**config.mk**
```make
export PLATFORM = sky130hd
export DESIGN_NAME = femto_timebase
export DESIGN_NICKNAME = d
export VERILOG_FILES = /design/src/rtl/femto_timebase.sv
export SDC_FILE = /design/constraint.sdc
export NUM_CORES = 1
export LEC_CHECK = 0
export CELL_PAD_IN_SITES_DETAIL_PLACEMENT = 0
export CELL_PAD_IN_SITES_GLOBAL_PLACEMENT = 1
export CORE_MARGIN = 2
export CORE_UTILIZATION = 35
export DETAILED_ROUTE_END_ITERATION = 12
export GPL_TIMING_DRIVEN = 1
export HOLD_SLACK_MARGIN = 0.08
export PLACE_DENSITY = 0.71
export SLEW_MARGIN = 20
export SYNTH_ARGS = -nofsm -noshare
export SYNTH_HDL_FRONTEND = slang
export SYNTH_SLANG_ARGS = --single-unit
```
**constraint.sdc**
```tcl
create_clock -name clk -period 3.53 [get_ports clk]
set_input_delay 0.706 -clock clk [delete_from_list [all_inputs] [get_ports clk]]
set_output_delay 0.706 -clock clk [all_outputs]
set_load 0.03 [all_outputs]
```
**src/rtl/femto_timebase.sv**
```systemverilog
// femto_timebase: timing companion to the PLL clock generator.
// Derives 1 us / 1 ms ticks from clk, a stretched system reset, and a one-shot
// microsecond delay timer with a start/busy/done handshake.
//
// Parameters:
//   FREQ        clock frequency in integer MHz (1..255)
//   RST_HOLD_US us that rst_out stays high after reset deasserts (0..65535)
//
// Ports:
//   clk       system clock from the PLL (only clock)
//   reset     synchronous, active-high reset
//   rst_out   stretched system reset, active high
//   us_tick   one-cycle pulse every FREQ cycles
//   ms_tick   one-cycle pulse every 1000 us_ticks, coincident with us_tick
//   delay_us  delay length in us, sampled when start is accepted
//   start     delay request, level-sampled
//   busy      delay in progress
//   done      one-cycle completion pulse
module femto_timebase #(
  parameter int unsigned FREQ        = 40,
  parameter int unsigned RST_HOLD_US = 100
) (
  input  logic        clk,
  input  logic        reset,
  output logic        rst_out,
  output logic        us_tick,
  output logic        ms_tick,
  input  logic [15:0] delay_us,
  input  logic        start,
  output logic        busy,
  output logic        done
);

  // Out-of-range FREQ stops elaboration through an instance of a missing module.
  if ((FREQ < 1) || (FREQ > 255)) begin : g_freq_range_error
    femto_timebase_freq_out_of_range u_freq_out_of_range ();
  end

  localparam int unsigned    PW        = (FREQ > 1) ? $clog2(FREQ) : 1;
  localparam logic [PW-1:0]  PC_LAST   = PW'(FREQ - 1);
  localparam logic [15:0]    HOLD_LAST = (RST_HOLD_US == 0) ? 16'd0 : 16'(RST_HOLD_US - 1);

  typedef enum logic {
    IDLE,
    RUN
  } state_e;

  logic [PW-1:0] pc_q;
  logic          pc_wrap;
  logic          us_tick_q;
  logic [9:0]    ms_cnt_q;
  logic          ms_tick_q;
  logic [15:0]   hold_q;
  logic          rst_out_q;
  state_e        state_q;
  logic [15:0]   cnt_q;
  logic          busy_q;
  logic          done_q;

  assign pc_wrap = (pc_q == PC_LAST);

  // Prescaler: us_tick is registered on the edge where pc wraps.
  always_ff @(posedge clk) begin
    if (reset) begin
      pc_q      <= '0;
      us_tick_q <= 1'b0;
    end else begin
      us_tick_q <= pc_wrap;
      pc_q      <= pc_wrap ? '0 : pc_q + 1'b1;
    end
  end

  // ms counter keys off the wrap itself so ms_tick lands with the 1000th us_tick.
  always_ff @(posedge clk) begin
    if (reset) begin
      ms_cnt_q  <= '0;
      ms_tick_q <= 1'b0;
    end else begin
      ms_tick_q <= pc_wrap && (ms_cnt_q == 10'd999);
      if (pc_wrap) begin
        ms_cnt_q <= (ms_cnt_q == 10'd999) ? '0 : ms_cnt_q + 10'd1;
      end
    end
  end

  // Reset stretcher counts registered us_ticks; drops on the edge after the last one.
  always_ff @(posedge clk) begin
    if (reset) begin
      hold_q    <= '0;
      rst_out_q <= 1'b1;
    end else if (rst_out_q) begin
      if (RST_HOLD_US == 0) begin
        rst_out_q <= 1'b0;
      end else if (us_tick_q) begin
        if (hold_q == HOLD_LAST) begin
          rst_out_q <= 1'b0;
        end else begin
          hold_q <= hold_q + 16'd1;
        end
      end
    end
  end

  // Delay FSM. A zero-length request arriving while done is already high is
  // held off one cycle so every done pulse stays exactly one cycle wide.
  always_ff @(posedge clk) begin
    if (reset) begin
      state_q <= IDLE;
      cnt_q   <= '0;
      busy_q  <= 1'b0;
      done_q  <= 1'b0;
    end else begin
      case (state_q)
        IDLE: begin
          busy_q <= 1'b0;
          done_q <= 1'b0;
          if (start && !rst_out_q) begin
            if (delay_us == 16'd0) begin
              if (!done_q) begin
                cnt_q  <= delay_us;
                done_q <= 1'b1;
              end
            end else begin
              cnt_q   <= delay_us;
              busy_q  <= 1'b1;
              state_q <= RUN;
            end
          end
        end
        RUN: begin
          done_q <= 1'b0;
          if (us_tick_q) begin
            if (cnt_q == 16'd1) begin
              busy_q  <= 1'b0;
              done_q  <= 1'b1;
              state_q <= IDLE;
            end else begin
              cnt_q <= cnt_q - 16'd1;
            end
          end
        end
        default: begin
          state_q <= IDLE;
          busy_q  <= 1'b0;
          done_q  <= 1'b0;
        end
      endcase
    end
  end

  assign rst_out = rst_out_q;
  assign us_tick = us_tick_q;
  assign ms_tick = ms_tick_q;
  assign busy    = busy_q;
  assign done    = done_q;

endmodule

```
==> reports/qor.csv, run 1 <==
stage,metric,value,unit
run_status,status,"complete, no violations",
power_and_ir_drop,switchingPower,0.0002331,W
power_and_ir_drop,swShare,21.52,%
grt,grt_use_met1,23.66,%
detailed_routing,via_per_inst,5.450,
clock_network,htree_levels,2,
grt,use_met2,26.00,%
detailed_routing,routed_wirelength,6.937,mm
logic_synthesis,syn-cell-area,2927,sq um
clock_network,clk_latency,310,ps
grt,globalRouteTotalUtil,16.53,%
die,io_pins,24,
logic_synthesis,ys_seq_elements,54,
placed_design,io_buffers,23,
timing,fmax,0.3734,GHz
die,start_util,35.80,%
timing,fin_crit,2678,ps
detailed_routing,drc,0,
critical_path,critPathArrivalTime,2880,ps
detailed_routing,drt-initial-drc-count,111,
clock_network,post_cts_resized,0,
grt,met3_usage,2.688,%
clock_network,max-clock-path-buffers,2,
placed_design,dp.cells,459,
grt,grt_overflow,0,
logic_synthesis,synth_xor_area_share,8.080,%
grt,grt_pass1_vias,2441,
clock_network,cts_setup_buffers,0,
timing,tightest_slew,658.9,ps
timing,maxSlewViolCount,0,
critical_path,worstSetupPathType,input port to flip-flop,
die,core_area,8175,sq um
placed_design,dp_hpwl,4.914,mm
grt,grt_max_degree,26,
logic_synthesis,synthAdderAreaFrac,2.138,%
logic_synthesis,yosys.area.top_type,dfxtp_1,
clock_network,cts_num_sinks,54,
logic_synthesis,syn_inst,345,
logic_synthesis,synthMuxAreaShare,1.710,%
logic_synthesis,ys_types,59,
timing,clock_skew,11.93,ps
clock_network,cts_tree,built,
power_and_ir_drop,power_density,323.8,nW/um^2
clock_network,clk_pin_slew,90,ps
detailed_routing,wl_per_cell,14.85,microns
timing,setup_violations,0,
timing,whs,461.2,ps
power_and_ir_drop,p_leak,1.155,nW
logic_synthesis,synth_top_family_by_area,simple AND/OR/NAND/NOR gates,
logic_synthesis,yosys-top-cells-area,"dfxtp_1 37%, nor2_1 5.5%, nand2_1 4.5%",
power_and_ir_drop,power_frac_comb,4.9,%
logic_synthesis,synthesis.nets,369,
power_and_ir_drop,irDropWorstVdd,176.4,uV
power_and_ir_drop,power_frac_seq,56.6,%
grt,grt_pass1_wl,12.01,mm
logic_synthesis,yosys_warnings,0,
timing,hold_violations,0,
die,fp.dieH,95.44,microns
logic_synthesis,ys.flop_type,dfxtp_1,
timing,slew-limit-headroom,56.01,%
die,row_count,33,
cells_and_area,syn_to_final_growth,14.28,%
critical_path,required,3730,ps
cells_and_area,fin_nets,385,
detailed_routing,vias,2545,
logic_synthesis,synth_edf_count,0,
logic_synthesis,synth_common_cells,"54 x dfxtp_1, 43 x nor2_1, 35 x nand2_1",
logic_synthesis,syn_area_per_cell,8.483,sq um
cells_and_area,diodes,0,
cells_and_area,fillCellCount,848,
min_path,min_path_type,flip-flop to flip-flop,
detailed_routing,antenna_left,0,
power_and_ir_drop,power.share.clock,38.5,%
critical_path,end_kind,flip-flop,
clock_network,cts_buffers,5,
power_and_ir_drop,p_int,0.0008499,W
critical_path,worstSetupStartpointType,input port,
critical_path,crit_fanout,22,
logic_synthesis,yosysSeqAreaShare,36.94,%
clock_network,ctsHoldBuffers,0,
logic_synthesis,synth-async-reset-ratio,0,%
flow_run,maxCapViolations,0,
clock_network,cts-root-buf,clkbuf_8,
grt,antenna_found_initial,0,
logic_synthesis,synth_compound_area_share,14.66,%
timing,rsz0062_at_grt,no,
logic_synthesis,synth_top_area_share,36.94,%
die,die_w,95.44,microns
placed_design,globalplace.congestion,0.8680,
die,dieArea,9109,sq um
logic_synthesis,synth_most_common_cell,dfxtp_1,
cells_and_area,final_cells,467,
cells_and_area,drive_gt1_share,7.459,%
timing,period_share,75.87,%
grt,gr-max-usage-layer,met2,
detailed_routing,dr.pass1.iters,4,
power_and_ir_drop,power.total,0.001083,W
logic_synthesis,synth-simple-area-share,32.32,%
timing,final.setup.tns,0,ps
-- logic make-up (layout without fill, tap and decap cells) --
group                      Yosys count  after routing
DFF                                 54             54
AOI/OAI and AO/OA                   55             55
xor gates and xnor gates            27             27
and+or+nand+nor                    172            172
muxes                                5              5
buffers and inverters               27             44
adders and majority gates            5              5
-- final timing paths --
path / depth (start not counted) / slack [ps] / endpoint / start
max reg2reg: 6 / 1170 / cnt_q[6]$_SDFFE_PP0P_ / state_q$_SDFF_PP0_
max: 7 / 850 / cnt_q[11]$_SDFFE_PP0P_ / delay_us[5]
min: 1 / 460 / pc_q[0]$_SDFF_PP0_ / pc_q[0]$_SDFF_PP0_
min reg2reg: 1 / 460 / pc_q[0]$_SDFF_PP0_ / pc_q[0]$_SDFF_PP0_
-- power groups by stage --
stage                     logic [W]  clock network [W]  registers [W]
after floorplan           0.0000227                  0       0.000627
after global placement    0.0000530                  0       0.000628
after detailed placement  0.0000530                  0       0.000628
after CTS                 0.0000530           0.000431       0.000614
after global routing      0.0000582           0.000455       0.000614
final                     0.0000529           0.000417       0.000613
-- cell type report --
cell class / count / area, sq um / share of cell area [%]
Sequential cell: 54 / 1081 / 32.32
Inverter: 10 / 37.54 / 1.122
Tap cell: 105 / 131.4 / 3.928
Timing Repair Buffer: 26 / 260.3 / 7.782
Multi-Input combinational cell: 264 / 1724 / 51.55
Clock inverter: 2 / 37.54 / 1.122
Clock buffer: 6 / 72.57 / 2.170
-- worst max-delay path, cell delays in order --
cell and delay, ps:
clkdlybuf4s50_1 440, nor4_1 470, nand4_1 280, o21ai_2 340
buf_12 200, o31ai_1 100, a2111oi_2 340
-- metal layers --
| layer | wire [microns] | vias to the layer above | part of all wire, % |
|---|---|---|---|
| met5 | 0 | - | 0 |
| met2 | 3094 | 61 | 45 |
| li1 | - | 1297 | - |
| met3 | 270 | 5 | 3.9 |
| met1 | 3526 | 1182 | 51 |
| met4 | 45 | 0 | 0.65 |
-- sequential cells by signal, indices dropped and copies added, names as in the netlist --
name and flops:
cnt_q 16, hold_q 16, ms_cnt_q 10, pc_q 6, busy 1, done 1, ms_tick 1, rst_out 1
state_q 1, us_tick 1
-- metrics by stage --
stage | cell area (sq um) | utilization (%) | setup slack, ps
3_5_place_dp | 3234 | 39.56 | 518.0
3_3_place_gp | 3234 | 39.56 | 495.9
2_1_floorplan | 2927 | - | 1592
5_1_grt | 3344 | 40.91 | 590.8
4_1_cts | 3344 | 40.91 | 818.2
6_report | 3344 | 40.91 | 851.8
-- cells in the final DEF, fill, tap and decap left out, types with 11 or more instances in the layout --
| cell | Yosys | routed |
|---|---|---|
| a21oi_1 | 11 | 11 |
| clkdlybuf4s50_1 | 0 | 22 |
| dfxtp_1 | 54 | 54 |
| nand2_1 | 35 | 35 |
| nand3_1 | 15 | 15 |
| nand4_1 | 18 | 18 |
| nor2_1 | 43 | 43 |
| nor3_1 | 11 | 11 |
| nor4_1 | 12 | 12 |
| xnor2_1 | 13 | 13 |
| xor2_1 | 14 | 14 |
No activity file was read; power rests on OpenSTA's default activity.
==> run 2: changes to the inputs <==
==> constraint.sdc (replaced) <==
create_clock -name clk -period 2.75 [get_ports clk]
set_input_delay 0.55 -clock clk [delete_from_list [all_inputs] [get_ports clk]]
set_output_delay 0.55 -clock clk [all_outputs]
set_load 0.03 [all_outputs]
==> run 2 against run 1 <==
  * Non-clock buffer count grew 5
  * Setup slack got worse by 490 ps
  * Hold slack lost 8.5 ps
  * Critical path type unchanged
  * Critical endpoint unchanged
  * Largest power group unchanged
==> reports/qor.csv, run 2 (synthesis gave the netlist of run 1 again) <==
stage,metric,value,unit,change
clock_network,cts_setup_buffers,0,,unchanged
critical_path,startpoint,delay_us[5],,
flow_run,maxCapViolations,0,,unchanged
critical_path,reg2reg_setup_slack,700,ps,-470 ps
clock_network,cts_tree,built,,
timing,setup_violations,0,,unchanged
critical_path,critical_path.cell_chain,clkdlybuf4s50_1 -> nor4_1 -> nand4_1 -> o21ai_2 -> buf_12 -> o31ai_1 -> a2111oi_2,,
cells_and_area,final_cells,472,,+1.1%
timing,whs,452.7,ps,-8.484 ps
grt,grt_pass1_vias,2331,,-4.5%
detailed_routing,vias,2579,,+1.3%
critical_path,crit_buf_inv,2,,unchanged
critical_path,worstSetupStartpointType,input port,,
detailed_routing,antenna_left,0,,unchanged
placed_design,globalplace.congestion,0.7899,,-9.0%
detailed_routing,wl_per_cell,14.58,microns,-1.9%
clock_network,clk_pin_slew,90,ps,about the same
clock_network,max-clock-path-buffers,2,,unchanged
clock_network,cts_buffers,5,,unchanged
die,die_w,95.44,microns,unchanged
grt,grt_pass1_wl,11.43,mm,-4.8%
timing,fmax,0.4182,GHz,
power_and_ir_drop,p_leak,1.180,nW,+2.1%
min_path,min_path_type,flip-flop to flip-flop,,
critical_path,crit_slowest_cell,nor4_1,,
cells_and_area,final_common_cell,dfxtp_1,,
detailed_routing,drt-initial-drc-count,119,,+7.2%
placed_design,io_buffers,23,,unchanged
cells_and_area,fin_nets,390,,+1.3%
grt,grt_overflow,0,,unchanged
cells_and_area,post-route-util,41.37,%,+0.46 points
placed_design,placed_area,3272,sq um,+1.2%
grt,antenna_found_initial,0,,unchanged
critical_path,path_delay_family,simple AND/OR/NAND/NOR gates,,
timing,rsz0062_at_grt,no,,
power_and_ir_drop,power_frac_comb,4.9,%,about the same
critical_path,crit_fanout,18,,-18%
die,start_util,35.80,%,unchanged
clock_network,cts-root-buf,clkbuf_8,,
cells_and_area,drive_gt1_share,8.719,%,+1.3 points
power_and_ir_drop,power_density,410.6,nW/um^2,+27%
detailed_routing,via_per_inst,5.464,,+0.26%
critical_path,end_kind,flip-flop,,
critical_path,cp_slowest_stage_delay,470,ps,about the same
power_and_ir_drop,power.share.clock,38.4,%,about the same
detailed_routing,drc,0,,unchanged
power_and_ir_drop,irDropWorstVdd,207.2,uV,+17%
die,fp.dieH,95.44,microns,unchanged
cells_and_area,syn_to_final_growth,15.56,%,
detailed_routing,dr.pass1.iters,4,,unchanged
critical_path,critPathArrivalTime,2590,ps,-290 ps
timing,hold_violations,0,,unchanged
detailed_routing,routed_wirelength,6.880,mm,-0.82%
power_and_ir_drop,power_frac_seq,56.7,%,about the same
cells_and_area,reg.largest.list,"cnt_q x16, hold_q x16, ms_cnt_q x10",,
grt,grt_max_degree,46,,+77%
clock_network,cts_num_sinks,54,,unchanged
critical_path,worstSetupPathType,input port to flip-flop,,
critical_path,required,2950,ps,-780 ps
die,io_pins,24,,unchanged
timing,period_share,86.95,%,
clock_network,post_cts_resized,0,,unchanged
die,core_area,8175,sq um,unchanged
cells_and_area,diodes,0,,unchanged
placed_design,dp_hpwl,4.854,mm,-1.2%
power_and_ir_drop,swShare,21.42,%,-0.10 points
timing,tightest_slew,535.3,ps,-123.6 ps
die,dieArea,9109,sq um,unchanged
timing,clock_skew,10.72,ps,-1.212 ps
power_and_ir_drop,switchingPower,0.0002975,W,+28%
timing,slew-limit-headroom,64.21,%,+8.2 points
run_status,status,"complete, no violations",,
cells_and_area,fin_area,3382,sq um,+1.1%
die,row_count,33,,unchanged
clock_network,clk_latency,300,ps,about the same
power_and_ir_drop,p_int,0.001091,W,+28%
timing,maxSlewViolCount,0,,unchanged
cells_and_area,layout_common_cells,"54 x dfxtp_1, 43 x nor2_1, 35 x nand2_1",,
critical_path,worstReg2RegStart,cnt_q[0]$_SDFFE_PP0P_,,
placed_design,dp.cells,464,,+1.1%
timing,fin_crit,2391,ps,
min_path,min-delay-start,pc_q[0]$_SDFF_PP0_,,
grt,globalRouteTotalUtil,15.63,%,-0.90 points
clock_network,ctsHoldBuffers,0,,unchanged
clock_network,htree_levels,2,,unchanged
-- run 2: per-stage QoR --
step	TNS, ps	setup slack, ps	total power [W]
6_report	0	358.8	0.001389
4_1_cts	0	371.9	0.001406
3_5_place_dp	0	61.42	0.0008736
5_1_grt	0	164.4	0.001439
2_1_floorplan	0	968.0	0.0008344
3_3_place_gp	-16.07	-16.07	0.0008734
-- run 2: power groups by stage --
stage               sequential [W]  combinational (W)  clock, W
detailed placement        0.000806          0.0000677         0
global route              0.000789          0.0000735  0.000576
global placement          0.000806          0.0000677         0
finish                    0.000788          0.0000675  0.000534
CTS                       0.000788          0.0000679  0.000551
floorplan                 0.000805          0.0000292         0
-- run 2: final timing paths --
path | to | cells past startpoint
worst min-delay path | pc_q[0]$_SDFF_PP0_ | 1
worst min register to register | pc_q[0]$_SDFF_PP0_ | 1
worst max register to register | cnt_q[12]$_SDFFE_PP0P_ | 7
worst max-delay path | cnt_q[11]$_SDFFE_PP0P_ | 7
-- run 2: per-layer routing --
| metal | track usage [%] | vias to the layer above | share of wire [%] |
|---|---|---|---|
| met4 | 3.452 | 0 | 0.55 |
| met5 | 0 | - | 0 |
| met1 | 22.67 | 1206 | 49 |
| met3 | 3.241 | 4 | 5.0 |
| li1 | - | 1309 | - |
| met2 | 23.83 | 60 | 46 |
-- run 2: final cells by class --
type                            count  area, sq um
Inverter                           10        37.54
Tap cell                          105        131.4
Clock inverter                      2        37.54
Clock buffer                        6        72.57
Multi-Input combinational cell    264         1724
Sequential cell                    54         1081
Timing Repair Buffer               31        297.8
Fill cell                         833         4793
==> run 3: changes to the inputs <==
--- a/config.mk
+++ b/config.mk
@@ -7,7 +7,6 @@
 export LEC_CHECK = 0
 export CELL_PAD_IN_SITES_DETAIL_PLACEMENT = 0
 export CELL_PAD_IN_SITES_GLOBAL_PLACEMENT = 1
-export CORE_MARGIN = 2
 export CORE_UTILIZATION = 35
 export DETAILED_ROUTE_END_ITERATION = 12
 export GPL_TIMING_DRIVEN = 1
@@ -17,3 +16,4 @@
 export SYNTH_ARGS = -nofsm -noshare
 export SYNTH_HDL_FRONTEND = slang
 export SYNTH_SLANG_ARGS = --single-unit
+export TNS_END_PERCENT = 1
==> run 3 against run 2 <==
  * Cell area is 0.26% lower
  * Setup slack worse by 57 ps
  * Maximum frequency is 2.3% lower
  * Critical path type unchanged
==> reports/qor.csv, run 3 (synthesis gave the netlist of run 1 again) <==
stage,metric,value,unit,change
grt,antenna_found_initial,0,,unchanged
timing,period_share,89.03,%,+2.1 points
critical_path,crit_slowest_cell,nor4_1,,
grt,globalRouteTotalUtil,17.39,%,+1.8 points
detailed_routing,drt-initial-drc-count,108,,-9.2%
detailed_routing,via_per_inst,5.439,,-0.47%
detailed_routing,antenna_left,0,,unchanged
grt,grt_pass1_vias,2511,,+7.7%
clock_network,clk_latency,310,ps,about the same
cells_and_area,final_common_cell,dfxtp_1,,
die,start_util,37.10,%,+1.3 points
run_status,status,"complete, no violations",,
timing,hold_violations,0,,unchanged
critical_path,end_kind,flip-flop,,
grt,grt_max_degree,31,,-33%
grt,grt_use_met1,23.42,%,+0.75 points
power_and_ir_drop,switchingPower,0.0003146,W,+5.8%
timing,rsz0062_at_grt,no,,
timing,whs,455.1,ps,+2.326 ps
power_and_ir_drop,power_density,390.1,nW/um^2,-5.0%
die,dieArea,8731,sq um,-4.1%
detailed_routing,routed_wirelength,7.162,mm,+4.1%
timing,slew-limit-headroom,63.65,%,-0.56 points
timing,fin_crit,2448,ps,+57.02 ps
cells_and_area,fillCellCount,810,,-2.8%
cells_and_area,diodes,0,,unchanged
power_and_ir_drop,irDropWorstVdd,231.8,uV,+12%
timing,fmax,0.4085,GHz,-2.3%
power_and_ir_drop,p_leak,1.182,nW,+0.15%
clock_network,clk_pin_slew,110,ps,+20 ps
power_and_ir_drop,p_int,0.001001,W,-8.2%
placed_design,dp_hpwl,5.091,mm,+4.9%
die,io_pins,24,,unchanged
timing,maxSlewViolCount,0,,unchanged
timing,setup_ws,301.7,ps,-57.02 ps
power_and_ir_drop,power_frac_seq,59.8,%,+3.1 points
timing,setup_violations,0,,unchanged
cells_and_area,fin_nets,393,,+0.77%
critical_path,path_delay_family,simple AND/OR/NAND/NOR gates,,
critical_path,required,2980,ps,+30 ps
critical_path,crit_buf_inv,2,,unchanged
critical_path,critPathArrivalTime,2680,ps,+90 ps
die,core_area,7888,sq um,-3.5%
clock_network,cts_setup_buffers,0,,unchanged
power_and_ir_drop,power_frac_comb,5.4,%,+0.5 points
min_path,min_path_type,flip-flop to flip-flop,,
critical_path,cp_slowest_stage_delay,500,ps,+30 ps
grt,use_met2,28.06,%,+4.2 points
detailed_routing,vias,2567,,-0.47%
die,fp.dieH,93.44,microns,-2.1%
detailed_routing,drc,0,,unchanged
placed_design,pre_cts_slack,3.610,ps,-57.81 ps
cells_and_area,drive_gt1_share,9.459,%,+0.74 points
cells_and_area,syn_to_final_growth,15.26,%,
timing,tightest_slew,541.0,ps,+5.779 ps
die,row_count,32,,-3.0%
clock_network,cts_tree,built,,
clock_network,post_cts_resized,0,,unchanged
clock_network,ctsHoldBuffers,0,,unchanged
grt,grt_pass1_wl,12.03,mm,+5.3%
grt,grt_overflow,0,,unchanged
clock_network,cts-root-buf,clkbuf_8,,
critical_path,reg2reg_setup_slack,690,ps,about the same
clock_network,max-clock-path-buffers,2,,unchanged
timing,clock_skew,10.77,ps,+0.05130 ps
grt,met3_usage,3.659,%,+0.42 points
detailed_routing,wl_per_cell,15.17,microns,+4.1%
clock_network,htree_levels,2,,unchanged
die,die_w,93.44,microns,-2.1%
clock_network,cts_num_sinks,54,,unchanged
power_and_ir_drop,swShare,23.91,%,+2.5 points
cells_and_area,reg.largest.list,"cnt_q x16, hold_q x16, ms_cnt_q x10",,
critical_path,crit_fanout,10,,-8
placed_design,globalplace.congestion,0.8244,,+4.4%
critical_path,critical_path.cell_chain,clkdlybuf4s50_1 -> nor4_1 -> nand4_1 -> o21ai_2 -> buf_4 -> a221oi_1 -> a211oi_1,,
critical_path,worstSetupPathType,input port to flip-flop,,
detailed_routing,dr.pass1.iters,4,,unchanged
cells_and_area,layout_common_cells,"54 x dfxtp_1, 43 x nor2_1, 35 x nand2_1",,
timing,final.setup.tns,0,ps,unchanged
power_and_ir_drop,power.share.clock,34.8,%,-3.6 points
flow_run,maxCapViolations,0,,unchanged
grt,gr-max-usage-layer,met2,,
critical_path,worstSetupStartpointType,input port,,
clock_network,cts_buffers,5,,unchanged
placed_design,io_buffers,23,,unchanged
run 3: worst reg2reg max path, cell delays in order, from the launching register on:
cell,delay [ps]
dfxtp_1,350
inv_1,100
ha_1,230
nor3b_1,450
and2_1,280
a22oi_1,120
a221o_1,360
a21oi_1,110
run 3: per-stage QoR:
stage	std cells	total power (W)	cell area [sq um]	util, %
floorplan	345	0.0008344	2927	-
global placement	464	0.0008763	3283	41.62
detailed placement	464	0.0008765	3283	41.62
CTS	472	0.001336	3373	42.77
global route	472	0.001377	3373	42.77
finish	472	0.001316	3373	42.77
run 3: power by group through the flow:
stage	combinational [W]	clock, W	sequential, W
detailed placement	0.0000709	0	0.000806
global placement	0.0000706	0	0.000806
CTS	0.0000712	0.000477	0.000788
global route	0.0000767	0.000512	0.000789
floorplan	0.0000292	0	0.000805
finish	0.0000705	0.000458	0.000788
run 3: cell type report:
class / count / area, sq um / share of cell area [%]
multi-input cells: 264 / 1724 / 51.11
flip-flops and latches: 54 / 1081 / 32.05
well taps: 102 / 127.6 / 3.783
clock inverters: 3 / 21.27 / 0.6306
clock buffers: 5 / 68.82 / 2.040
inverters: 10 / 37.54 / 1.113
repair buffers: 34 / 312.8 / 9.273
run 3: path summary, 6_finish.rpt:
kind | end | cells after the start | startpoint
setup / recovery | cnt_q[1]$_SDFFE_PP0P_ | 7 | delay_us[6]
hold / removal | pc_q[0]$_SDFF_PP0_ | 1 | pc_q[0]$_SDFF_PP0_
setup reg to reg | cnt_q[12]$_SDFFE_PP0P_ | 7 | cnt_q[1]$_SDFFE_PP0P_
hold reg to reg | pc_q[0]$_SDFF_PP0_ | 1 | pc_q[0]$_SDFF_PP0_
run 3: layer usage:
layer,vias to the layer above,wire (microns)
met5,-,0
li1,1314,-
met1,1203,3435
met4,0,67
met2,46,3394
met3,4,264
